<file path="config.mk">
export PLATFORM = sky130hd
export DESIGN_NAME = matrix_reader
export DESIGN_NICKNAME = d
export VERILOG_FILES = /design/src/rtl/matrix_pkg.sv /design/src/rtl/matrix_index_counter.sv /design/src/rtl/matrix_reader.sv
export SDC_FILE = /design/constraint.sdc
export NUM_CORES = 1
export LEC_CHECK = 0
export BUFFER_PORTS_ARGS = -buffer_cell sky130_fd_sc_hd__buf_2
export CAP_MARGIN = 10
export CORE_ASPECT_RATIO = 0.7
export CORE_MARGIN = 2
export CORE_UTILIZATION = 45
export CTS_CLUSTER_DIAMETER = 50
export DETAILED_ROUTE_END_ITERATION = 10
export PLACE_DENSITY = 0.88
export RECOVER_POWER = 100
export SLEW_MARGIN = 20
export SYNTH_ARGS = -nofsm -noshare
export SYNTH_HDL_FRONTEND = slang
export SYNTH_SLANG_ARGS = --single-unit
export TNS_END_PERCENT = 10
</file>
<file path="constraint.sdc">
create_clock -name clk -period 1.9 [get_ports clk]
set_input_delay 0.095 -clock clk [delete_from_list [all_inputs] [get_ports clk]]
set_output_delay 0.095 -clock clk [all_outputs]
set_load 0.005 [all_outputs]
</file>
<file path="src/rtl/matrix_pkg.sv">
// Shared definitions for the matrix reader/writer slice: word width, sweep states
// and the index-width helper.
package matrix_pkg;

  localparam int unsigned WORD_W = 32;

  typedef enum logic [2:0] {
    s_idle,
    s_fetch,
    s_capture,
    s_present,
    s_done
  } state_t;

  function automatic int unsigned IDX_W(input int unsigned n);
    return (n < 2) ? 1 : $clog2(n);
  endfunction

endpackage

</file>
<file path="src/rtl/matrix_index_counter.sv">
// Two-level (i,j) sweep counter; COL_MAJOR picks which index is innermost.
// The outer index saturates at n-1 so the final advance leaves it in range.
module matrix_index_counter
  import matrix_pkg::*;
#(
  parameter int unsigned n         = 8,
  parameter bit          COL_MAJOR = 1'b0,
  localparam int unsigned W        = IDX_W(n)
) (
  input  logic         clk,
  input  logic         rst,
  input  logic         clr,
  input  logic         adv,
  output logic [W-1:0] i,
  output logic [W-1:0] j,
  output logic         last
);

  localparam logic [W-1:0] MAX = W'(n - 1);

  logic [W-1:0] inner;
  logic [W-1:0] outer;

  always_ff @(posedge clk) begin
    if (rst || clr) begin
      inner <= '0;
      outer <= '0;
    end else if (adv) begin
      if (inner == MAX) begin
        inner <= '0;
        if (outer != MAX) outer <= outer + 1'b1;
      end else begin
        inner <= inner + 1'b1;
      end
    end
  end

  assign i    = COL_MAJOR ? inner : outer;
  assign j    = COL_MAJOR ? outer : inner;
  assign last = (inner == MAX) && (outer == MAX);

endmodule

</file>
<file path="src/rtl/matrix_reader.sv">
// Streams an n x n matrix of words from a synchronous-read RAM over a
// value/value_stb/value_ack handshake, row- or column-major.
module matrix_reader
  import matrix_pkg::*;
#(
  parameter int unsigned n         = 8,
  parameter bit          COL_MAJOR = 1'b0,
  parameter int unsigned ADDR_W    = $clog2(n * n)
) (
  input  logic                clk,
  input  logic                rst,
  input  logic                start,
  output logic [ADDR_W-1:0]   mem_addr,
  input  logic [WORD_W-1:0]   mem_rdata,
  output logic [WORD_W-1:0]   value,
  output logic                value_stb,
  input  logic                value_ack,
  output logic [IDX_W(n)-1:0] i,
  output logic [IDX_W(n)-1:0] j,
  output logic                busy,
  output logic                done
);

  state_t              state;
  state_t              state_n;
  logic [WORD_W-1:0]   value_n;
  logic                stb_n;
  logic                done_n;
  logic                clr;
  logic                adv;
  logic                last;
  logic                xfer;

  matrix_index_counter #(
    .n        (n),
    .COL_MAJOR(COL_MAJOR)
  ) u_idx (
    .clk (clk),
    .rst (rst),
    .clr (clr),
    .adv (adv),
    .i   (i),
    .j   (j),
    .last(last)
  );

  // Address is always row-major storage order regardless of sweep order.
  assign mem_addr = ADDR_W'(i) * ADDR_W'(n) + ADDR_W'(j);
  assign xfer     = value_stb & value_ack;
  assign busy     = (state != s_idle);

  always_comb begin
    state_n = state;
    value_n = value;
    stb_n   = value_stb;
    done_n  = 1'b0;
    clr     = 1'b0;
    adv     = 1'b0;
    case (state)
      s_idle: begin
        if (start) begin
          clr     = 1'b1;
          state_n = s_fetch;
        end
      end
      s_fetch: state_n = s_capture;
      s_capture: begin
        value_n = mem_rdata;
        stb_n   = 1'b1;
        state_n = s_present;
      end
      s_present: begin
        if (xfer) begin
          stb_n = 1'b0;
          adv   = 1'b1;
          if (last) begin
            done_n  = 1'b1;
            state_n = s_done;
          end else begin
            state_n = s_fetch;
          end
        end
      end
      s_done: begin
        clr     = 1'b1;
        state_n = s_idle;
      end
      default: state_n = s_idle;
    endcase
  end

  always_ff @(posedge clk) begin
    if (rst) begin
      state     <= s_idle;
      value     <= '0;
      value_stb <= 1'b0;
      done      <= 1'b0;
    end else begin
      state     <= state_n;
      value     <= value_n;
      value_stb <= stb_n;
      done      <= done_n;
    end
  end

endmodule

</file>
==> metrics <==
outcome=finished, final reports clean; Yosys top cell by area=dfxtp_1; WP data arrival=1750 ps; CP required=2040 ps; H-tree levels=2; Synth Cell Area=1690 sq um; Routed WL=3810 um; Hold Vio Cnt, Final=0; top post-synthesis cells by area=dfxtp_1 (51%), nand2_1 (14%), a21oi_1 (12%); Area growth, synth to finish=26.1%; met1 Track Usage GR=24.5%; largest family of logic cells by synthesized area=simple AND/OR/NAND/NOR gates; Max IR drop VDD=0.615 mV; Synth Register Bits=43; Pwr Density=808 nW/um^2; global route total overflow=0; fin util=59.8%; multi-input logic area=698 sq um; Hold Crit Depth=3; Syn Inst Count=203; Max Slew Vio Count=0; # rows=18; Synth top area share=51.0%; antenna violations before repair=0; CTS clk-pin slew, worst paths=80 ps; Synth Area in XOR/XNOR=0%; CTS Hold Bufs=0; CTS tree=yes; hold path startpoint=mem_rdata[8]; hold path endpoint=value[8]$_SDFFE_PP0P_; drt pass-1 iters=4; vias in the first global route=1409; R2R Setup Slk=290 ps; Yosys cell types=25; post-CTS setup buffer count=0; crit path kind=register to register; post-placement setup slack=382 ps; crit path max fanout=23; GPL Wtd Cong=0.830; Worst setup EP type=register; max-cap violations=0; Final WS setup=289 ps; overall via count from detail_route=1592; Setup TNS Final=0 ps; nets@finish=317; sequential area share after synthesis=51.0%; syn_area_per_cell=8.31 sq um; DR WL/cell=11.6 um; clock buffer depth=2; # diodes=0; HPWL Detailed=2790 um; # fillers=360; met3 Resource Use GR=5.88%; fraction of the mapped netlist area in simple logic gates=23.1%; GR Util All Layers=18.1%; layout cells sized above 1=28.8%; Core ar.=3560 sq um; Slowest-stage cell, CP=dfxtp_1; crit path time final=1610 ps; final setup vio count=0; r2r startpoint=state[1]$_SDFFE_PP0P_; Via density=4.85; die area=4260 sq um; CP cell instances=or3b_1 > clkbuf_2 > nand2_1 > a21oi_1; mux cell area share after synthesis=0%; clk sinks=43; Leak=0.000939 uW; Least-Margin Pin Slew=662 ps; final worst-path cycle share=84.8%; Hold Crit Class=primary input to register; RSZ-0062 raised after global routing=false; R2R cell count=4; register area=861 sq um; clk root buf=clkbuf_8; Synth Area in Compound Gates=14.9%; first-pass GRT wire length=6220 um; worst-skew pair later-pin latency=280 ps; largest net degree at the start of global routing=39; die height=55.2 um; met2 Track Usage GR=27.5%; layer with the highest usage=met2; Synth Warn #=0; Crit path largest cell delay=510 ps; Post-DRT Antenna Nets=0; port bufs=82; f_max=0.621 GHz; Slew headroom=55.9%; drt drc=0; PostCTS Resize Cnt=0; 1st-iter DRT viols=39; TritonCTS Buffers=5; io pins=83; Crit Reg-Reg Endpoint=value[27]$_SDFFE_PP0P_; Worst Setup Start Kind=register; clock skew=4.03 ps; DIE WIDTH=77.2 um; adder-cell share of the synthesized area=2.97%; Design Power=1720 uW; Initial Util=47.4%; Syn Nets=243
==> Yosys cell counts, drive strengths merged <==
cell type / number
or4: 1
a21oi: 40
nor3b: 1
nand3: 5
dfxtp: 43
and3: 1
or2: 1
clkbuf: 4
ha: 4
o21ai: 7
nand4bb: 1
buf: 15
a2111oi: 1
or3b: 1
nand2b: 1
nor2: 2
inv: 2
nor2b: 1
nor4bb: 1
or3: 2
nor4: 3
nand2: 65
a21o: 1
==> cell usage in the layout (no fill, tap or decap) <==
master / instances
a2111oi_0: 1
a21o_1: 1
a21oi_1: 40
and3_1: 1
buf_2: 66
buf_4: 2
clkbuf_1: 17
clkbuf_2: 1
clkbuf_8: 5
clkinv_2: 3
dfxtp_1: 43
ha_1: 4
inv_1: 2
nand2_1: 65
nand2b_4: 1
nand3_1: 5
nand4bb_1: 1
nor2_1: 2
nor2b_1: 1
nor3b_4: 1
nor4_1: 3
nor4bb_1: 1
o21ai_0: 7
or2_2: 1
or3_1: 2
or3b_1: 1
or4_1: 1
==> cell families (layout without fill, tap and decap cells) <==
family,after synthesis,in the layout
compound gates,49,49
fa+ha+maj,4,4
buf+inv,21,96
flops,43,43
simple gates,86,86
==> routing by layer <==
metal,vias up,wire [um]
met4,0,34
li1,818,-
met3,5,287
met5,-,0
met1,714,1870
met2,55,1620
==> worst max-delay path by stage <==
stage | startpoint | to | slack, ps | cells after the start
2_1_floorplan | u_idx.i[0]$_SDFFE_PP0P_ | u_idx.i[0]$_SDFFE_PP0P_ | 470 | 5
3_3_place_gp | u_idx.i[0]$_SDFFE_PP0P_ | u_idx.i[0]$_SDFFE_PP0P_ | 430 | 5
3_5_place_dp | u_idx.j[0]$_SDFFE_PP0P_ | u_idx.i[2]$_SDFFE_PP0P_ | 380 | 5
4_1_cts | u_idx.j[0]$_SDFFE_PP0P_ | u_idx.i[2]$_SDFFE_PP0P_ | 350 | 5
5_1_grt | state[1]$_SDFFE_PP0P_ | value[9]$_SDFFE_PP0P_ | 140 | 4
6_report | state[1]$_SDFFE_PP0P_ | value[27]$_SDFFE_PP0P_ | 290 | 4
==> where the power goes <==
| group | internal (uW) | total [uW] | switching, uW |
|---|---|---|---|
| Combinational | 91.3 | 203 | 112 |
| Sequential | 943 | 971 | 28.0 |
| Clock | 251 | 544 | 293 |
| Total | 1290 | 1720 | 432 |
==> through the flow <==
stage	std cells	hold WS [ps]	cell area, sq um
after floorplan	203	231	1690
after global placement	320	335	2070
after detailed placement	320	342	2070
after CTS	328	31.2	2150
after global routing	328	34.2	2130
final	328	38.6	2130
==> cell type report <==
| cell class | count | area share, % |
|---|---|---|
| flip-flops and latches | 43 | 40.5 |
| multi-input cells | 139 | 32.8 |
| repair buffers | 86 | 19.5 |
| clock buffers | 5 | 3.24 |
| well taps | 50 | 2.94 |
| clock inverters | 3 | 0.706 |
| inverters | 2 | 0.353 |
==> registers in the layout (all words and copies together) (netlist names) <==
| signal | cells |
|---|---|
| value_stb | 1 |
| u_idx.i | 3 |
| state | 3 |
| u_idx.j | 3 |
| done | 1 |
| value | 32 |
==> worst max-delay path: cells and delay by family (launching register included) <==
family,cells,cell delay [ps]
AND/OR/NAND/NOR,2,550
flip-flops,1,510
buffers and inverters,1,330
AO/OA/AOI/OAI,1,80
No activity file was read; power rests on OpenSTA's default activity.
